File: src/rtl/billiard_turn_controller.sv
// billiard_turn_controller: game-flow FSM for the billiard table (turns, scores, fouls, shot timer, black-ball outcome)
module billiard_turn_controller #(
    parameter int NUM_PLAYERS = 2,
    parameter int NUM_BALLS   = 7,
    parameter int SCORE_W     = 4,
    parameter int SHOT_FRAMES = 600,
    parameter int FOUL_LIMIT  = 3,
    localparam int PW = (NUM_PLAYERS > 2) ? $clog2(NUM_PLAYERS) : 1,
    localparam int TW = $clog2(SHOT_FRAMES + 1),
    localparam int FW = $clog2(FOUL_LIMIT + 1)
) (
    input  logic                       clk,
    input  logic                       reset,
    input  logic                       startN,
    input  logic                       hardModeN,
    input  logic                       whiteBallMove,
    input  logic                       playBallHoleCollision,
    input  logic                       whiteHoleCollision,
    input  logic                       blackHoleCollision,
    input  logic                       endOfRoll,
    input  logic                       startOfFrame,
    output logic                       idleState,
    output logic                       init0,
    output logic                       initPlayBalls,
    output logic                       hitEnable,
    output logic                       drawSight,
    output logic                       startOfTurn,
    output logic                       whiteBallin,
    output logic                       drawPortals,
    output logic                       gameOver,
    output logic                       hardMode,
    output logic [PW-1:0]              currentPlayer,
    output logic [PW-1:0]              winner,
    output logic [NUM_PLAYERS*SCORE_W-1:0] scores,
    output logic [NUM_PLAYERS*FW-1:0]  fouls,
    output logic [TW-1:0]              shotTimer
);
    localparam int PKW = $clog2(NUM_BALLS + 1);

    typedef enum logic [2:0] {IDLE, INIT, AIM, ROLL, RESPOT, TURN_END, GAME_OVER} state_t;

    state_t           state;
    logic [PKW-1:0]   pocketed;
    logic             potted;
    logic             scratch;
    logic             foul;
    logic             released;
    logic             sot;
    logic [SCORE_W-1:0] cur_score;
    logic [FW-1:0]    foul_inc;
    logic [PW-1:0]    nxt;
    logic [PKW-1:0]   pk_next;
    logic             shooter_wins;

    assign cur_score    = scores[currentPlayer*SCORE_W +: SCORE_W];
    assign foul_inc     = fouls[currentPlayer*FW +: FW] + 1'b1;
    assign nxt          = (currentPlayer == PW'(NUM_PLAYERS - 1)) ? '0 : currentPlayer + 1'b1;
    assign pk_next      = (playBallHoleCollision && pocketed != PKW'(NUM_BALLS)) ? pocketed + 1'b1 : pocketed;
    assign shooter_wins = (pk_next == PKW'(NUM_BALLS)) && !whiteHoleCollision && !scratch;

    assign idleState     = state == IDLE;
    assign init0         = state == INIT || state == RESPOT;
    assign initPlayBalls = state == INIT;
    assign hitEnable     = state == AIM;
    assign drawSight     = state == AIM;
    assign startOfTurn   = state == AIM && sot;
    assign whiteBallin   = state == RESPOT;
    assign drawPortals   = state == ROLL && hardMode;
    assign gameOver      = state == GAME_OVER;

    // game sequencing together with all score, foul, timer and turn bookkeeping
    always_ff @(posedge clk) begin
        if (reset) begin
            state         <= IDLE;
            hardMode      <= 1'b0;
            currentPlayer <= '0;
            winner        <= '0;
            scores        <= '0;
            fouls         <= '0;
            shotTimer     <= '0;
            pocketed      <= '0;
            potted        <= 1'b0;
            scratch       <= 1'b0;
            foul          <= 1'b0;
            released      <= 1'b0;
            sot           <= 1'b0;
        end else begin
            case (state)
                IDLE: if (!hardModeN || !startN) begin
                    state         <= INIT;
                    hardMode      <= !hardModeN;
                    scores        <= '0;
                    fouls         <= '0;
                    pocketed      <= '0;
                    currentPlayer <= '0;
                    winner        <= '0;
                end
                INIT: begin
                    state     <= AIM;
                    sot       <= 1'b1;
                    shotTimer <= '0;
                end
                AIM: begin
                    sot <= 1'b0;
                    if (whiteBallMove) begin
                        state   <= ROLL;
                        potted  <= 1'b0;
                        scratch <= 1'b0;
                    end else if (shotTimer == TW'(SHOT_FRAMES)) begin
                        state <= TURN_END;
                        foul  <= 1'b1;
                    end else if (startOfFrame) begin
                        shotTimer <= shotTimer + 1'b1;
                    end
                end
                ROLL: begin
                    if (playBallHoleCollision) begin
                        if (cur_score != '1) scores[currentPlayer*SCORE_W +: SCORE_W] <= cur_score + 1'b1;
                        pocketed <= pk_next;
                        potted   <= 1'b1;
                    end
                    if (blackHoleCollision) begin
                        state    <= GAME_OVER;
                        released <= 1'b0;
                        winner   <= shooter_wins ? currentPlayer : nxt;
                    end else if (whiteHoleCollision) begin
                        scratch <= 1'b1;
                        state   <= RESPOT;
                    end else if (endOfRoll) begin
                        if (potted || playBallHoleCollision) begin
                            state     <= AIM;
                            shotTimer <= '0;
                        end else begin
                            state <= TURN_END;
                            foul  <= 1'b0;
                        end
                    end
                end
                RESPOT: begin
                    state <= TURN_END;
                    foul  <= 1'b1;
                end
                TURN_END: begin
                    if (foul) fouls[currentPlayer*FW +: FW] <= foul_inc;
                    else fouls[currentPlayer*FW +: FW] <= '0;
                    if (foul && foul_inc == FW'(FOUL_LIMIT)) begin
                        state    <= GAME_OVER;
                        released <= 1'b0;
                        winner   <= nxt;
                    end else begin
                        currentPlayer <= nxt;
                        state         <= AIM;
                        sot           <= 1'b1;
                        shotTimer     <= '0;
                    end
                end
                GAME_OVER: begin
                    if (startN) released <= 1'b1;
                    else if (released) state <= IDLE;
                end
                default: state <= IDLE;
            endcase
        end
    end
endmodule

File: config.mk
export PLATFORM = sky130hd
export DESIGN_NAME = billiard_turn_controller
export DESIGN_NICKNAME = d
export VERILOG_FILES = /design/src/rtl/billiard_turn_controller.sv
export SDC_FILE = /design/constraint.sdc
export NUM_CORES = 1
export LEC_CHECK = 0
export ABC_CLOCK_PERIOD_IN_PS = 3450
export CAP_MARGIN = 15
export CORE_ASPECT_RATIO = 1.25
export CORE_UTILIZATION = 50
export CTS_CLUSTER_SIZE = 28
export DETAILED_ROUTE_END_ITERATION = 10
export PLACE_DENSITY = 0.78
export SYNTH_ARGS = -nofsm -noshare
export SYNTH_HDL_FRONTEND = slang
export SYNTH_SLANG_ARGS = --single-unit
File: constraint.sdc
create_clock -name clk -period 3.45 [get_ports clk]
set_input_delay 0.345 -clock clk [delete_from_list [all_inputs] [get_ports clk]]
set_output_delay 0.345 -clock clk [all_outputs]
set_load 0.02 [all_outputs]
Word-level counts from Yosys, hierarchy flattened --
Cells that the tools add are included.
Storage, ports and cells: bits in registers 36, input bits 10, output and inout port bits 34, logic and storage cells 156
Cells by class: add/subtract/negate cells 7, equality and inequality tests 33, shift-type cells 7, multiplexer cells 61, reductions and logical operators 35
Operators with widths (count):
- $mux W10 | 8
- $pmux W10 S4 | 1
- $mux W3 | 13
- $neg A2 Y34 | 1
- $neg A3 Y34 | 1
- $shift A2 B34 Y4 const A | 1
- $shift A4 B34 Y8 const A | 1
- $shiftx A2 B34 Y4 | 1
- $shiftx A2 B34 Y4 const A | 1
- $shiftx A4 B34 Y8 | 1
- $ne A2 B2 Y1 const B | 15
- $mux W8 | 3
- $pmux W3 S7 | 1
- $mux W1 | 20
- $pmux W8 S2 | 1
- $reduce_and A4 Y1 | 4
- $eq A3 B3 Y1 const B | 4
- $pmux W1 S3 | 4
- $reduce_bool A3 Y1 | 4
- $add A10 B1 Y10 const B | 1
- $eq A10 B10 Y1 const B | 1
- $ne A2 B1 Y1 const B | 5
- $reduce_and A3 Y1 | 3
- $reduce_and A9 Y1 | 1
- 27 further kinds | 47

Logic depth before layout (Yosys ltp) --
Gate-level depths: netlist (run 1).
depth in word-level cells 9, depth in mapped cells 10, mapped depth without buffers 7

Worst setup path after synthesis (run 1) --
OpenSTA, ideal clock, no wires.
kind flip-flop to flip-flop, start register currentPlayer, end register shotTimer[7], setup time 136 ps, arrival time 2592 ps, required time 3314 ps, setup slack 722 ps, cell stages (with the launch flop) 11, buffers on the path 3, period minus slack after synthesis 2728 ps, cell sequence dfxtp_1 -> buf_2 -> buf_1 -> mux2_2 -> ha_1 -> a21o_1 -> a221o_1 -> buf_6 -> nor4_1 -> xnor2_1 -> nor2_1
On the way: cells in the longest elaborated chain, start to end 6
Ends and longest elaborated chain:
- from (decl) | RTL line 32 | output logic [PW-1:0] currentPlayer,
- from (signal assigned) | RTL line 151 | currentPlayer <= nxt;
- $shiftx A4 B3 Y2 | RTL line 56 | assign foul_inc = fouls[currentPlayer*FW +: FW] + 1'b1;
- $add A2 B1 Y2 | RTL line 56
- $eq A2 B2 Y1 | RTL line 146 | if (foul && foul_inc == FW'(FOUL_LIMIT)) begin
- $logic_and A1 B1 Y1 | RTL line 146
- $ne A2 B2 Y1 (no line)
- $reduce_and A9 Y1 (no line)
- to (signal assigned) | RTL line 113 | shotTimer <= shotTimer + 1'b1;
- to (decl) | RTL line 36 | output logic [TW-1:0] shotTimer
No other way between the ends. A chain may end at the register's enable or synchronous reset.

Worst setup path after layout (run 1) --
start register state[1], end output port startOfTurn
On the way: cells in the longest elaborated chain, start to end 2
Ends and longest elaborated chain:
- from (decl) | RTL line 42 | state_t state;
- from (signal assigned) | RTL line 74 | state <= IDLE;
- from (signal assigned) | RTL line 90 | state <= INIT;
- from (signal assigned) | RTL line 99 | state <= AIM;
- $eq A3 B2 Y1 | RTL line 66 | assign startOfTurn = state == AIM && sot;
- $logic_and A1 B1 Y1 | RTL line 66
- to (decl) | RTL line 27 | output logic startOfTurn,
No other way between the ends.

==> results of run 1 <==
registers in the layout, summed over array words and instances (netlist names):
name	cells
currentPlayer	1
foul	1
fouls	4
hardMode	1
pocketed	3
potted	1
released	1
scores	8
scratch	1
shotTimer	10
sot	1
state	3
winner	1
tightest hold or removal path, delay by kind of cell, from the launching register on:
family             cells  cell delay [ns]
AOI/OAI and AO/OA      1             0.05
DFF                    1             0.33
and+or+nand+nor        1             0.06
worst min path at each step:
stage	from	end	slack, ns	cells past startpoint
after CTS	sot$_SDFFE_PP0P_	sot$_SDFFE_PP0P_	0.48	2
final	sot$_SDFFE_PP0P_	sot$_SDFFE_PP0P_	0.48	2
after detailed placement	sot$_SDFFE_PP0P_	sot$_SDFFE_PP0P_	0.47	2
after global routing	sot$_SDFFE_PP0P_	sot$_SDFFE_PP0P_	0.50	2
after floorplan	sot$_SDFFE_PP0P_	sot$_SDFFE_PP0P_	0.44	2
after global placement	sot$_SDFFE_PP0P_	sot$_SDFFE_PP0P_	0.47	2
per-stage QoR:
step | hold WS [ns] | cell area, µm² | cells
after floorplan | 0.4372 | 2113 | 263
after global placement | 0.4664 | 2555 | 350
after detailed placement | 0.4728 | 2555 | 350
after CTS | 0.4830 | 2651 | 357
after global routing | 0.5033 | 2651 | 357
final | 0.4803 | 2651 | 357
kinds of logic (layout without fill, tap and decap cells):
kind of cell | Yosys count | count (layout) | synth area share
AO/OA/AOI/OAI | 51 | 51 | 0.1628
buffers and inverters | 22 | 60 | 0.04914
flip-flops | 36 | 36 | 0.3410
multiplexers | 9 | 9 | 0.04559
adder cells (fa/ha/maj) | 6 | 6 | 0.03552
XOR/XNOR | 10 | 10 | 0.04144
AND/OR/NAND/NOR | 129 | 129 | 0.3244
cells in the final DEF, fill, tap and decap left out, drive strengths merged, types with 3 or more instances in the layout:
cell / instances
nand2b: 11
nand2: 20
a311oi: 4
mux2i: 4
inv: 8
nor3: 9
a211oi: 3
clkdlybuf4s50: 43
o21ai: 5
nor2: 40
a21oi: 14
nor3b: 4
xnor2: 10
mux2: 5
dfxtp: 36
nor4: 5
ha: 6
a22oi: 5
nand3b: 4
a31oi: 9
clkbuf: 7
nand4: 4
nand3: 14
cell type report:
cell class              count  share of cell area
clock buffers               7             0.03634
well taps                  56             0.02643
inverters                   8             0.01133
flip-flops and latches     36              0.2718
repair buffers             45              0.1680
multi-input cells         205              0.4861
routing by layer:
layer	GRT usage	share of wire	vias to the layer above
met5	0	0	-
met3	0.06701	0.044	13
met2	0.4359	0.52	52
met1	0.2804	0.41	926
li1	-	-	1025
met4	0.1137	0.024	0
where the power goes:
part / switching, mW / internal [mW] / total (mW) / leakage (nW)
combinational: 0.382 / 0.276 / 0.658 / 0.586
clock: 0.149 / 0.178 / 0.327 / 0.0503
sequential: 0.0952 / 0.461 / 0.556 / 0.292
total: 0.626 / 0.915 / 1.54 / 0.928
==> impl_metrics.py, run 1 <==
metrics = {
    "worst_setup_path": {
        "critical_path_class": "reg2out",
        "end_kind": "output pin",
        "reg2regPathDepth": 7,
        "worstPathRequired_ns": 3.11,
        "critPathLaunchType": "register",
        "worst-path-stages": 4,
        "cpLargestDelayFamily": "buffers and inverters",
        "worst-path-buf-inv": 2,
        "cp_slowest_cell": "dfxtp_1",
        "setup.worst_path.start": "state[1]$_SDFFE_PP0P_",
        "worst_path_largest_cell_delay_ns": 0.65,
        "r2r_slack_ns": 1.02,
        "cp_cell_sequence": "or3b_1, inv_1, and2_1, clkdlybuf4s50_1",
        "worstPathMaxFanout": 20,
        "r2r_start": "currentPlayer$_SDFFE_PP0P_",
        "endpoint": "startOfTurn",
        "rr_endpoint": "shotTimer[2]$_SDFFE_PP0P_",
        "cp.arrival_ns": 2.33,
    },
    "clock_network": {
        "htree_levels": 2,
        "numCtsBuffers": 5,
        "cts_setup_buffers": 0,
        "cts_resized": 0,
        "root_buffer": "clkbuf_8",
        "clk_latency_ns": 0.29,
        "cts_tree": "done",
        "cts.path.max_buffers": 2,
        "ctsHoldBuffers": 0,
        "clkTransAtPathRegs_ns": 0.07,
        "clock-sinks": 36,
    },
    "synthesis": {
        "ys_seq_area_frac": 0.3410,
        "synth_seq_cells": 36,
        "synthFlopType": "dfxtp_1",
        "avgSynthCellArea_um2": 8.035,
        "syn-instance-count": 263,
        "yosysMostFrequentCell": "nor2_1",
        "synth_top_area_share": 0.3410,
        "yosys_warnings": 0,
        "synth_cell_types": 51,
        "async_flop_share": 0,
        "synth_edf_count": 0,
        "ys_top_cells_by_area": "dfxtp_1, nor2_1, xnor2_1",
        "synth_nets": 279,
        "synth_top_area_cell": "dfxtp_1",
        "synth_common_cells": "nor2_1, dfxtp_1, nand2_1",
        "syn-cell-area_mm2": 0.002113,
    },
    "place": {
        "dpl.hpwl_um": 3831,
        "gp_congestion": 0.8999,
        "dp_slack_ns": 1.028,
        "portBuffers": 43,
    },
    "finish": {
        "drive_above_1_share": 0.06977,
        "seq_area_um2": 720.7,
        "layout.nets": 317,
        "final_core_util": 0.6520,
        "fillers": 344,
        "antenna_cells": 0,
        "multi_input_area_mm2": 0.001289,
        "area_growth_pct": 25.46,
    },
    "status": {
        "status": "complete, no violations",
    },
    "timing": {
        "period_needed_ns": 2.673,
        "finalMaxSlewViolations": 0,
        "fin_crit_sh": 0.7747,
        "relSlewSlack": 0.5366,
        "setup_viol": 0,
        "final-hold-violation-count": 0,
        "finalSetupTns_ns": 0,
        "rsz0062_at_grt": "false",
        "fmax_ghz": 0.3741,
        "worst_slack_ns": 0.7772,
        "worst_pin_slew_ns": 0.6938,
        "clock_skew_ns": 0.006902,
    },
    "floorplanning": {
        "die_w_um": 60.15,
        "fp.dieH_um": 74.69,
        "io_pins": 44,
        "rows": 26,
        "start_util": 0.5197,
        "core_mm2": 0.004066,
        "dieArea_mm2": 0.004492,
    },
    "global_routing": {
        "antenna_found_initial": 0,
        "grt_pass1_vias": 1840,
        "grt_max_degree": 22,
        "overflow": 0,
        "grt_pass1_wl_um": 8355,
        "grt_usage": 0.2502,
    },
    "route": {
        "routed_wl_um": 5153,
        "drc_errors": 0,
        "ant_nets": 0,
        "first_pass_iters": 4,
        "drtIter0Drc": 115,
        "via_per_inst": 5.647,
        "vias": 2016,
        "wire_per_inst_um": 14.43,
    },
    "hold_path": {
        "hold_path_class": "reg2reg",
    },
    "flow_run": {
        "drv_cap": 0,
    },
    "power_and_ir_drop": {
        "p_per_area_mw_per_mm2": 581.3,
        "max-vdd-ir-drop_v": 0.0004057,
        "power_leakage_nw": 0.9283,
        "power_mw": 1.541,
    },
}
(Power assumes the default switching activity.)
==> run 2, diff against run 1 <==
Settings changed: ABC_CLOCK_PERIOD_IN_PS 3450 to 2400, CORE_UTILIZATION 50 to 46, PLACE_DENSITY 0.78 to 0.76.
Clock period 3.45 ns to 2.4 ns, I/O delays scaled along.
==> run 2 against run 1 <==
- via count up 4.9%
- largest power group unchanged
- highest routed layer unchanged
- critical endpoint unchanged
- largest cell class unchanged
- hold slack worse by 0.0067 ns
- flip-flop and latch count unchanged
==> impl_metrics.py, run 2 (synthesis gave the netlist of run 1 again) <==
metrics = {
    "finish": {
        "area_growth_pct": 29.25,
        "top_register": "shotTimer",
        "layout.nets": 325,
        "seq_area_um2": 721.9,
        "multi_input_area_mm2": 0.001311,
        "top_regs": "shotTimer (10), scores (8), fouls (4)",
        "fin_cells": 368,
        "fillers": 397,
        "largest_reg_flops": 10,
        "antenna_cells": 0,
        "final_cell_mix": "clkdlybuf4s50_1, nor2_1, dfxtp_1, nand2_1",
        "drive_above_1_share": 0.1065,
        "layout_commonest_cell": "clkdlybuf4s50_1",
    },
    "power_and_ir_drop": {
        "power_leakage_nw": 0.9656,
        "pwr-share-clk": 0.200,
        "p_seq_frac": 0.315,
        "p_switching_mw": 0.9395,
        "p_per_area_mw_per_mm2": 832.1,
        "comb_power_share": 0.485,
        "switching_share": 0.4133,
        "p_int_mw": 1.333,
        "max-vdd-ir-drop_v": 0.0007348,
    },
    "floorplanning": {
        "io_pins": 44,
        "die_w_um": 62.63,
        "core_mm2": 0.004392,
        "dieArea_mm2": 0.004871,
        "fp.dieH_um": 77.78,
        "start_util": 0.4812,
        "rows": 27,
    },
    "worst_setup_path": {
        "cp_cell_sequence": "or3b_1, inv_1, and2_1, clkdlybuf4s50_1",
        "worst-path-buf-inv": 2,
        "end_kind": "output pin",
        "worstPathRequired_ns": 2.16,
        "cp.arrival_ns": 2.03,
        "worstPathMaxFanout": 7,
        "worst_path_largest_cell_delay_ns": 0.59,
        "cpLargestDelayFamily": "buffers and inverters",
        "critical_path_class": "reg2out",
        "critPathLaunchType": "register",
        "cp_slowest_cell": "clkdlybuf4s50_1",
    },
    "place": {
        "dp_cells": 360,
        "portBuffers": 43,
        "gp_congestion": 0.8743,
        "dpl.hpwl_um": 3966,
    },
    "clock_network": {
        "htree_levels": 2,
        "ctsHoldBuffers": 0,
        "numCtsBuffers": 5,
        "cts_resized": 0,
        "cts_tree": "done",
        "cts_setup_buffers": 0,
        "cts.path.max_buffers": 2,
        "clk_latency_ns": 0.30,
        "clkTransAtPathRegs_ns": 0.07,
        "root_buffer": "clkbuf_8",
        "clock-sinks": 36,
    },
    "flow_run": {
        "drv_cap": 0,
    },
    "timing": {
        "fmax_ghz": 0.4399,
        "finalSetupTns_ns": 0,
        "period_needed_ns": 2.273,
        "relSlewSlack": 0.4911,
        "worst_pin_slew_ns": 0.7620,
        "clock_skew_ns": 0.004910,
        "finalMaxSlewViolations": 0,
        "fin_crit_sh": 0.9472,
        "final-hold-violation-count": 0,
        "rsz0062_at_grt": "false",
        "holdWs_ns": 0.4737,
        "setup_viol": 0,
    },
    "route": {
        "routed_wl_um": 5336,
        "wire_per_inst_um": 14.50,
        "first_pass_iters": 5,
        "drc_errors": 0,
        "vias": 2114,
        "ant_nets": 0,
        "via_per_inst": 5.745,
        "drtIter0Drc": 133,
    },
    "global_routing": {
        "grt_pass1_vias": 2001,
        "grt_pass1_wl_um": 8956,
        "antenna_found_initial": 0,
        "grt_usage": 0.2306,
        "overflow": 0,
        "grt_max_degree": 21,
    },
    "hold_path": {
        "hold_path_class": "reg2reg",
    },
    "status": {
        "status": "complete, no violations",
    },
}
run 2: cell count changes in the layout (fill, tap and decap cells not counted), moves of 2 or more:
cell      before  now
nor4_1         4    1
nor4_2         1    4
clkbuf_1       0    2
buf_4          2   10
run 2: cell type report:
type / instances / share of cell area
Tap cell: 58 / 0.02657
Inverter: 8 / 0.01099
Clock buffer: 8 / 0.03298
Sequential cell: 36 / 0.2643
Multi-Input combinational cell: 205 / 0.4801
Timing Repair Buffer: 53 / 0.1851
run 2: power by group through the flow:
stage	Sequential, mW	Clock (mW)	Combinational (mW)
detailed placement	0.729	0	1.10
finish	0.716	0.455	1.10
CTS	0.716	0.461	1.10
global route	0.727	0.486	1.20
global placement	0.728	0	1.08
floorplan	0.755	0	0.751
run 2: worst paths after layout:
kind	start	endpoint	slack (ns)	cells after the start
worst max-delay path	state[2]$_SDFFE_PP0P_	startOfTurn	0.13	4
worst min register to register	sot$_SDFFE_PP0P_	sot$_SDFFE_PP0P_	0.47	2
worst min-delay path	sot$_SDFFE_PP0P_	sot$_SDFFE_PP0P_	0.47	2
worst max register to register	currentPlayer$_SDFFE_PP0P_	shotTimer[2]$_SDFFE_PP0P_	0.22	7
run 2: layer usage:
| layer | track usage | part of all wire |
|---|---|---|
| met1 | 0.2597 | 0.42 |
| met5 | 0 | 0 |
| met4 | 0.1093 | 0.023 |
| met3 | 0.03971 | 0.032 |
| met2 | 0.4152 | 0.52 |
run 2: per-stage QoR:
stage	area [µm²]	total power, mW	utilization	worst slack (ns)
after global placement	2641	1.813	0.6014	0.2363
after CTS	2731	2.279	0.6219	0.1265
after floorplan	2147	1.506	-	0.02294
after detailed placement	2641	1.825	0.6014	0.2183
final	2731	2.273	0.6219	0.1266
after global routing	2731	2.414	0.6219	0.05316
run 2: worst min-delay path: cells and delay by family, from the launching register on:
kind	cells	cell delay, ns
compound gates	1	0.05
flops	1	0.32
simple gates	1	0.06
